## src/rtl/panda_pkg.sv

```systemverilog
// Shared types for the panda core.
// Holds the decode select/operator enums consumed by the datapath, the
// multi-cycle datapath state enum, and the packed bundle of latched controls.
// No ports.
package panda_pkg;

  typedef enum logic {OP_A_RS1, OP_A_PC} op_a_sel_e;
  typedef enum logic {OP_B_RS2, OP_B_IMM} op_b_sel_e;

  typedef enum logic [1:0] {
    RD_SEL_ALU, RD_SEL_LOAD, RD_SEL_PC_INC, RD_SEL_IMM
  } rd_data_sel_e;

  typedef enum logic [3:0] {
    ALU_ADD, ALU_SUB, ALU_AND, ALU_OR, ALU_XOR, ALU_SLL, ALU_SRL, ALU_SRA,
    ALU_SLT, ALU_SLTU, ALU_EQ, ALU_NE
  } alu_operator_e;

  typedef enum logic [1:0] {LSU_BYTE, LSU_HALF, LSU_WORD} lsu_width_e;

  typedef enum logic [1:0] {
    MC_IDLE, MC_EXEC, MC_MEM_REQ, MC_MEM_WAIT
  } mc_state_e;

  typedef struct packed {
    op_a_sel_e     op_a_sel;
    op_b_sel_e     op_b_sel;
    rd_data_sel_e  rd_data_sel;
    alu_operator_e alu_operator;
    logic          lsu_store;
    lsu_width_e    lsu_width;
    logic          load_unsigned;
    logic          rd_we;
  } mc_ctrl_t;

  function automatic logic is_mem_op(mc_ctrl_t c);
    return c.lsu_store || (c.rd_data_sel == RD_SEL_LOAD);
  endfunction

endpackage

```

## src/rtl/panda_alu.sv

```systemverilog
// Combinational integer ALU. Compare operators return 0/1 in bit 0 so the
// result can double as a branch condition.
// Ports: operator_i (function), operand_a_i/operand_b_i (32-bit operands),
//        result_o (32-bit result).
module panda_alu
  import panda_pkg::*;
(
  input  alu_operator_e operator_i,
  input  logic [31:0]   operand_a_i,
  input  logic [31:0]   operand_b_i,
  output logic [31:0]   result_o
);

  logic [4:0] shamt;
  assign shamt = operand_b_i[4:0];

  always_comb begin
    result_o = '0;
    case (operator_i)
      ALU_ADD:  result_o = operand_a_i + operand_b_i;
      ALU_SUB:  result_o = operand_a_i - operand_b_i;
      ALU_AND:  result_o = operand_a_i & operand_b_i;
      ALU_OR:   result_o = operand_a_i | operand_b_i;
      ALU_XOR:  result_o = operand_a_i ^ operand_b_i;
      ALU_SLL:  result_o = operand_a_i << shamt;
      ALU_SRL:  result_o = operand_a_i >> shamt;
      ALU_SRA:  result_o = $unsigned($signed(operand_a_i) >>> shamt);
      ALU_SLT:  result_o = {31'b0, $signed(operand_a_i) < $signed(operand_b_i)};
      ALU_SLTU: result_o = {31'b0, operand_a_i < operand_b_i};
      ALU_EQ:   result_o = {31'b0, operand_a_i == operand_b_i};
      ALU_NE:   result_o = {31'b0, operand_a_i != operand_b_i};
      default:  result_o = '0;
    endcase
  end

endmodule

```

## src/rtl/panda_mc_lsu.sv

```systemverilog
// Load/store lane logic: byte enables, store-data lane replication, and
// load lane selection with sign/zero extension.
// Optional feature macro: PANDA_MISALIGNED_CHECK_EN -- when defined,
// misaligned_o flags half accesses with offset[0]=1 and word accesses with a
// non-zero offset; otherwise it is tied 0 (half uses offset[1] only, word
// ignores the offset).
// Ports: width_i, offset_i (addr[1:0]), load_unsigned_i, store_data_i,
//        rdata_i, be_o, wdata_o, load_data_o, misaligned_o.
module panda_mc_lsu
  import panda_pkg::*;
(
  input  lsu_width_e  width_i,
  input  logic [1:0]  offset_i,
  input  logic        load_unsigned_i,
  input  logic [31:0] store_data_i,
  input  logic [31:0] rdata_i,
  output logic [3:0]  be_o,
  output logic [31:0] wdata_o,
  output logic [31:0] load_data_o,
  output logic        misaligned_o
);

  logic [7:0]  byte_lane;
  logic [15:0] half_lane;

  assign byte_lane = rdata_i[8*offset_i +: 8];
  assign half_lane = rdata_i[16*offset_i[1] +: 16];

  always_comb begin
    be_o        = 4'b1111;
    wdata_o     = store_data_i;
    load_data_o = rdata_i;
    case (width_i)
      LSU_BYTE: begin
        be_o        = 4'b0001 << offset_i;
        wdata_o     = {4{store_data_i[7:0]}};
        load_data_o = load_unsigned_i ? {24'b0, byte_lane}
                                      : {{24{byte_lane[7]}}, byte_lane};
      end
      LSU_HALF: begin
        be_o        = 4'b0011 << {offset_i[1], 1'b0};
        wdata_o     = {2{store_data_i[15:0]}};
        load_data_o = load_unsigned_i ? {16'b0, half_lane}
                                      : {{16{half_lane[15]}}, half_lane};
      end
      default: ;
    endcase
  end

`ifdef PANDA_MISALIGNED_CHECK_EN
  assign misaligned_o = ((width_i == LSU_HALF) && offset_i[0]) ||
                        ((width_i != LSU_BYTE) && (width_i != LSU_HALF) && (offset_i != 2'b00));
`else
  assign misaligned_o = 1'b0;
`endif

endmodule

```

## src/rtl/panda_register_file.sv

```systemverilog
// Two-read, one-write register file. x0 and out-of-range addresses read as
// zero and ignore writes. Reset clears every entry.
// Ports: clk_i, rst_ni (async active-low), raddr_a_i/rdata_a_o,
//        raddr_b_i/rdata_b_o (combinational reads), waddr_i/wdata_i/we_i.
module panda_register_file #(
  parameter int Depth = 32,
  parameter int Width = 32
) (
  input  logic                     clk_i,
  input  logic                     rst_ni,
  input  logic [$clog2(Depth)-1:0] raddr_a_i,
  output logic [Width-1:0]         rdata_a_o,
  input  logic [$clog2(Depth)-1:0] raddr_b_i,
  output logic [Width-1:0]         rdata_b_o,
  input  logic [$clog2(Depth)-1:0] waddr_i,
  input  logic [Width-1:0]         wdata_i,
  input  logic                     we_i
);

  logic [Width-1:0] mem [Depth];

  always_ff @(posedge clk_i or negedge rst_ni) begin
    if (!rst_ni) begin
      mem <= '{default: '0};
    end else if (we_i && (waddr_i != '0) && (int'(waddr_i) < Depth)) begin
      mem[waddr_i] <= wdata_i;
    end
  end

  assign rdata_a_o = ((raddr_a_i == '0) || (int'(raddr_a_i) >= Depth)) ? '0 : mem[raddr_a_i];
  assign rdata_b_o = ((raddr_b_i == '0) || (int'(raddr_b_i) >= Depth)) ? '0 : mem[raddr_b_i];

endmodule

```

## src/rtl/panda_mc_datapath.sv

```systemverilog
// Multi-cycle execution datapath: latches one instruction's controls, runs
// it through the register file and ALU, and performs at most one memory
// access before retiring with a one-cycle done_o pulse.
// Optional feature macro: PANDA_MISALIGNED_CHECK_EN (misaligned accesses
// retire in EXEC with misaligned_o=1, no request and no register write).
// Ports: clk_i, rst_ni (async active-low); valid_i/ready_o control handshake;
//        rs1/rs2/rd addresses, rd_we_i, operand/writeback selects,
//        alu_operator_i, lsu_store_i, lsu_width_i, lsu_load_unsigned_i,
//        pc_i, imm_i; data_* memory request/response port; done_o,
//        jump_target_o, branch_cond_o, misaligned_o retire outputs.
//
// state       | meaning
// MC_IDLE     | ready_o=1, waiting for valid_i
// MC_EXEC     | regfile read + ALU; retire or register memory request
// MC_MEM_REQ  | data_req_o held until data_gnt_i
// MC_MEM_WAIT | waiting for data_rvalid_i, then retire
module panda_mc_datapath
  import panda_pkg::*;
#(
  parameter int NumRegs = 32,
  parameter int Width   = 32,
  localparam int RegAw  = $clog2(NumRegs)
) (
  input  logic              clk_i,
  input  logic              rst_ni,
  input  logic              valid_i,
  output logic              ready_o,
  input  logic [RegAw-1:0]  rs1_addr_i,
  input  logic [RegAw-1:0]  rs2_addr_i,
  input  logic [RegAw-1:0]  rd_addr_i,
  input  logic              rd_we_i,
  input  op_a_sel_e         op_a_sel_i,
  input  op_b_sel_e         op_b_sel_i,
  input  rd_data_sel_e      rd_data_sel_i,
  input  alu_operator_e     alu_operator_i,
  input  logic              lsu_store_i,
  input  lsu_width_e        lsu_width_i,
  input  logic              lsu_load_unsigned_i,
  input  logic [31:0]       pc_i,
  input  logic [31:0]       imm_i,
  output logic              data_req_o,
  input  logic              data_gnt_i,
  input  logic              data_rvalid_i,
  output logic [31:0]       data_addr_o,
  output logic              data_we_o,
  output logic [3:0]        data_be_o,
  output logic [31:0]       data_wdata_o,
  input  logic [31:0]       data_rdata_i,
  output logic              done_o,
  output logic [31:0]       jump_target_o,
  output logic              branch_cond_o,
  output logic              misaligned_o
);

  if (Width != 32) begin : gen_width_chk
    $error("panda_mc_datapath: Width must be 32");
  end
  if ((NumRegs != 16) && (NumRegs != 32)) begin : gen_regs_chk
    $error("panda_mc_datapath: NumRegs must be 16 or 32");
  end

  mc_state_e        state_q, state_d;
  mc_ctrl_t         ctrl_q;
  logic [RegAw-1:0] rs1_q, rs2_q, rd_q;
  logic [31:0]      pc_q, imm_q, addr_q, wdata_q;
  logic [3:0]       be_q;
  logic             we_q;

  logic [Width-1:0] rs1_data, rs2_data, rd_wdata;
  logic [31:0]      op_a, op_b, alu_result, load_data, lsu_wdata;
  logic [3:0]       lsu_be;
  logic [1:0]       lsu_offset;
  logic             lsu_mis, mem_op, rf_we;

  assign mem_op = is_mem_op(ctrl_q);

  always_ff @(posedge clk_i or negedge rst_ni) begin
    if (!rst_ni) state_q <= MC_IDLE;
    else         state_q <= state_d;
  end

  always_comb begin
    state_d = state_q;
    case (state_q)
      MC_IDLE:     if (valid_i) state_d = MC_EXEC;
      MC_EXEC:     state_d = (mem_op && !lsu_mis) ? MC_MEM_REQ : MC_IDLE;
      MC_MEM_REQ:  if (data_gnt_i) state_d = MC_MEM_WAIT;
      MC_MEM_WAIT: if (data_rvalid_i) state_d = MC_IDLE;
      default:     state_d = MC_IDLE;
    endcase
  end

  always_comb begin
    ready_o      = 1'b0;
    data_req_o   = 1'b0;
    done_o       = 1'b0;
    misaligned_o = 1'b0;
    rf_we        = 1'b0;
    case (state_q)
      MC_IDLE:    ready_o = 1'b1;
      MC_EXEC: begin
        // A misaligned memory op retires here without touching memory.
        done_o       = !mem_op || lsu_mis;
        misaligned_o = mem_op && lsu_mis;
        rf_we        = ctrl_q.rd_we && !mem_op;
      end
      MC_MEM_REQ: data_req_o = 1'b1;
      MC_MEM_WAIT: begin
        done_o = data_rvalid_i;
        rf_we  = ctrl_q.rd_we && data_rvalid_i && !ctrl_q.lsu_store;
      end
      default: ;
    endcase
  end

  always_ff @(posedge clk_i or negedge rst_ni) begin
    if (!rst_ni) begin
      ctrl_q <= '0;
      rs1_q  <= '0;
      rs2_q  <= '0;
      rd_q   <= '0;
      pc_q   <= '0;
      imm_q  <= '0;
    end else if (valid_i && ready_o) begin
      ctrl_q <= '{op_a_sel: op_a_sel_i, op_b_sel: op_b_sel_i,
                  rd_data_sel: rd_data_sel_i, alu_operator: alu_operator_i,
                  lsu_store: lsu_store_i, lsu_width: lsu_width_i,
                  load_unsigned: lsu_load_unsigned_i, rd_we: rd_we_i};
      rs1_q  <= rs1_addr_i;
      rs2_q  <= rs2_addr_i;
      rd_q   <= rd_addr_i;
      pc_q   <= pc_i;
      imm_q  <= imm_i;
    end
  end

  // Request fields are frozen in EXEC so they stay stable while waiting for grant.
  always_ff @(posedge clk_i or negedge rst_ni) begin
    if (!rst_ni) begin
      addr_q  <= '0;
      wdata_q <= '0;
      be_q    <= '0;
      we_q    <= 1'b0;
    end else if ((state_q == MC_EXEC) && mem_op) begin
      addr_q  <= alu_result;
      wdata_q <= lsu_wdata;
      be_q    <= lsu_be;
      we_q    <= ctrl_q.lsu_store;
    end
  end

  assign data_addr_o  = {addr_q[31:2], 2'b00};
  assign data_we_o    = we_q;
  assign data_be_o    = be_q;
  assign data_wdata_o = wdata_q;

  assign op_a = (ctrl_q.op_a_sel == OP_A_PC)  ? pc_q  : rs1_data;
  assign op_b = (ctrl_q.op_b_sel == OP_B_IMM) ? imm_q : rs2_data;

  // EXEC needs the fresh ALU offset for enables; the load response uses the frozen one.
  assign lsu_offset = (state_q == MC_EXEC) ? alu_result[1:0] : addr_q[1:0];

  always_comb begin
    case (ctrl_q.rd_data_sel)
      RD_SEL_LOAD:   rd_wdata = load_data;
      RD_SEL_PC_INC: rd_wdata = pc_q + 32'd4;
      RD_SEL_IMM:    rd_wdata = imm_q;
      default:       rd_wdata = alu_result;
    endcase
  end

  assign jump_target_o = {alu_result[31:1], 1'b0};
  assign branch_cond_o = alu_result[0];

  panda_register_file #(.Depth(NumRegs), .Width(Width)) u_regfile (
    .clk_i     (clk_i),
    .rst_ni    (rst_ni),
    .raddr_a_i (rs1_q),
    .rdata_a_o (rs1_data),
    .raddr_b_i (rs2_q),
    .rdata_b_o (rs2_data),
    .waddr_i   (rd_q),
    .wdata_i   (rd_wdata),
    .we_i      (rf_we)
  );

  panda_alu u_alu (
    .operator_i  (ctrl_q.alu_operator),
    .operand_a_i (op_a),
    .operand_b_i (op_b),
    .result_o    (alu_result)
  );

  panda_mc_lsu u_lsu (
    .width_i         (ctrl_q.lsu_width),
    .offset_i        (lsu_offset),
    .load_unsigned_i (ctrl_q.load_unsigned),
    .store_data_i    (rs2_data),
    .rdata_i         (data_rdata_i),
    .be_o            (lsu_be),
    .wdata_o         (lsu_wdata),
    .load_data_o     (load_data),
    .misaligned_o    (lsu_mis)
  );

endmodule

```

## config.mk

```make
export PLATFORM = sky130hd
export DESIGN_NAME = panda_mc_datapath
export DESIGN_NICKNAME = d
export VERILOG_FILES = /design/src/rtl/panda_pkg.sv /design/src/rtl/panda_alu.sv /design/src/rtl/panda_mc_lsu.sv /design/src/rtl/panda_register_file.sv /design/src/rtl/panda_mc_datapath.sv
export SDC_FILE = /design/constraint.sdc
export NUM_CORES = 2
export LEC_CHECK = 0
export ABC_AREA = 1
export CORE_ASPECT_RATIO = 1.25
export CORE_MARGIN = 2
export CORE_UTILIZATION = 42
export CTS_BUF_LIST = sky130_fd_sc_hd__clkbuf_8
export DETAILED_ROUTE_END_ITERATION = 7
export SETUP_SLACK_MARGIN = 0.4
export SLEW_MARGIN = 20
export SYNTH_ARGS = -nofsm -noshare
export SYNTH_HDL_FRONTEND = slang
export SYNTH_SLANG_ARGS = --single-unit
```

## constraint.sdc

```tcl
create_clock -name clk_i -period 16.2 [get_ports clk_i]
set_clock_uncertainty 0.15 [all_clocks]
set_input_delay 2.43 -clock clk_i [delete_from_list [all_inputs] [get_ports clk_i]]
set_output_delay 2.43 -clock clk_i [all_outputs]
set_load 0.05 [all_outputs]
```

==> qor.yml <==
hpwl_mm: 248
via_count: 79816
rr_worst_depth: 36
p_sw_share_pct: 59.6
maxCapViolCount: 0
finalCritPeriodShare_pct: 79.3
multiInputGateArea_um2: 39400
path_class: "reg2out"
synth-seq-area-share_pct: 39.0
die-width_um: 385
hold_buffers: 0
synth_area_leaders: "dfrtp_1, nand2_1, o21ai_0"
slew-limit-headroom_pct: 13.3
outcome: "complete, no violations"
die_h_um: 480
hold_depth: 0
cp_data_arrival_time_ns: 10.26
path_max_fanout: 63
hold_viol: 0
ys.flop_type: "dfrtp_1"
grt_pass1_wl_mm: 522
cts_buffers: 201
cts-root-buf: "clkbuf_8"
p_int_w: 0.00844
synth_warnings: 0
grt_pass1_vias: 75663
fmax_mhz: 77.9
initial_core_util_pct: 42.3
p_seq_share_pct: 19.7
slowest_stage: "nor4_1"
netlist_area_um2: 76200
final_cell_mix: "nand2_1, dfrtp_1, o21ai_0"
grt_max_degree: 205
syn_inst: 11341
ys_ff_latch: 1187
post_cts_buffers: 0
cts_sinks: 1187
drt_first_pass_iters: 8
power_w: 0.0209
wl_mm: 363
drt_iter0_drc: 10641
setup-violations-final: 0
routedWlPerCell_um: 26.6
setup_tns_ns: 0
yosysUniqueCellTypes: 69
syn_avg_cell_area_um2: 6.72
slew_violations: 0
drc: 0
crit_path_frequent_cell: "nand3_1"
portBuffers: 230
rows: 174
rsz0062_at_grt: "no"
clk_pin_slew_worst_paths_ns: 0.07
yosysTopAreaCellShare_pct: 39.0
avgViaCountPerCell: 5.86
critPathMaxStageDelay_ns: 0.94
cts.htree.levels: 4
p_switching_w: 0.0124
grt_usage_pct: 38.4
fillers: 18402
core_um2: 180000
mostFrequentLayoutCell: "nand2_1"
cts_tree: "done"
p_per_area_nw_per_um2: 251
max-vdd-ir-drop_uv: 260
fin_nets: 11301
place_congestion: 1.03
seqCellArea_um2: 29700
area_growth_pct: 9.18
async_flop_share_pct: 100
path_depth: 27
hold_class: "reg2reg"
synth_edf_count: 0
dieArea_um2: 185000
combPwrFrac_pct: 66.2
ant_nets: 0
grt.overflow.total: 0
antenna_found_initial: 15
ctsResizeCount: 0
fin_crit_ns: 12.84
required_ns: 13.62
synth.largest_area_cell: "dfrtp_1"
clk_latency_ns: 1.01
path_buf_inv: 7
start_kind: "flip-flop"
drive_gt1_share_pct: 6.79
finalCoreUtilization_pct: 46.2
worstMarginPinSlew_ns: 1.29
leakagePower_nw: 41.7
cp-end-kind: "output port"
critPathTopFamily: "buffers and inverters"
io_pins: 235
cts_buffer_depth: 3
clockPowerShare_pct: 14.0
holdWs_ns: 0.232
-- worst register-to-register path, delay by kind of cell, from the launching register on --
family,cells,cell delay [ns]
buffers and inverters,6,3.02
DFF,1,0.62
and+or+nand+nor,21,4.35
adders and majority gates,1,0.43
AOI/OAI and AO/OA,8,1.55
-- sequential cells by signal, indices dropped and copies added (netlist names), named ones only --
register       count
state_q            1
ctrl_q            13
imm_q             32
rs1_q              5
pc_q              32
data_be_o          4
rs2_q              5
data_we_o          1
u_regfile.mem   1024
rd_q               5
data_wdata_o      32
addr_q            32
-- cells in the mapped netlist (all sizes together), types with 5 or more instances --
| master | number |
|---|---|
| nand2 | 4535 |
| dfrtp | 1187 |
| o21ai | 986 |
| nand3 | 851 |
| inv | 743 |
| nor2 | 636 |
| a21oi | 625 |
| buf | 471 |
| clkbuf | 436 |
| o211ai | 295 |
| ha | 99 |
| o22ai | 92 |
| nand4 | 50 |
| nor3 | 45 |
| mux2 | 43 |
| o2111ai | 29 |
| a31oi | 21 |
| clkinv | 19 |
| or2 | 19 |
| a221oi | 17 |
| a32o | 17 |
| o21a | 15 |
| o221ai | 12 |
| a2111oi | 10 |
| and2 | 10 |
| nor4 | 7 |
| a22o | 6 |
| mux2i | 6 |
| nand3b | 6 |
| xor2 | 6 |
| a21boi | 5 |
| o31ai | 5 |
-- routing by layer --
layer / up-vias / track usage, % / wire, µm
li1: 36082 / - / -
met1: 38148 / 46.6 / 136000
met2: 4578 / 60.6 / 164000
met3: 1006 / 8.87 / 34400
met4: 2 / 26.0 / 28200
met5: - / 0 / 11
-- path summary, 6_finish.rpt --
kind | endpoint | slack [ns] | start
worst max register to register | u_regfile.mem[471]$_DFFE_PN0P_ | 5.97 | rs2_q[1]$_DFFE_PN0P_
worst min-delay path | u_regfile.mem[1004]$_DFFE_PN0P_ | 0.23 | u_regfile.mem[1004]$_DFFE_PN0P_
worst max-delay path | jump_target_o[30] | 3.36 | rs2_q[1]$_DFFE_PN0P_
worst min register to register | u_regfile.mem[1004]$_DFFE_PN0P_ | 0.23 | u_regfile.mem[1004]$_DFFE_PN0P_
max in group asynchronous | rs2_q[2]$_DFFE_PN0P_ | 11.27 | rst_ni
min in group asynchronous | u_regfile.mem[570]$_DFFE_PN0P_ | 1.19 | rst_ni
-- cells by family (layout without fill, tap and decap cells) --
family | after synthesis | count (layout) | share of synthesized area (%)
AOI/OAI and AO/OA | 2164 | 2164 | 16.1
xor gates and xnor gates | 6 | 6 | 0.0690
adders and majority gates | 101 | 101 | 1.68
buffers and inverters | 1669 | 1560 | 9.68
DFF | 1187 | 1187 | 39.0
muxes | 49 | 49 | 0.715
other | 1 | 17 | 0.00492
and+or+nand+nor | 6164 | 6164 | 32.8
-- per-stage QoR --
step | setup slack [ns] | instance area [µm²] | cells
after floorplan | 7.68 | 76200 | 11344
after global placement | 5.03 | 78900 | 13244
after detailed placement | 4.96 | 78900 | 13244
after CTS | 3.89 | 83100 | 13611
after global routing | 3.23 | 83200 | 13621
final | 3.36 | 83200 | 13624
-- final cells by class --
cell class                 instances  area share (%)
multi-input combinational       8488            47.3
clock buffer                     260            4.30
sequential                      1187            35.7
inverter                         762            3.47
tap                             2376            3.57
antenna                           13          0.0391
timing repair buffer             431            4.73
clock inverter                   107           0.803
-- power groups by stage --
stage	Sequential, W	Combinational (W)	Clock [W]
2_1_floorplan	0.00401	0.00846	0
3_3_place_gp	0.00412	0.0134	0
3_5_place_dp	0.00413	0.0134	0
4_1_cts	0.00409	0.0134	0.00296
5_1_grt	0.00417	0.0146	0.00309
6_report	0.00412	0.0138	0.00293
No activity file was read; power rests on OpenSTA's default activity.
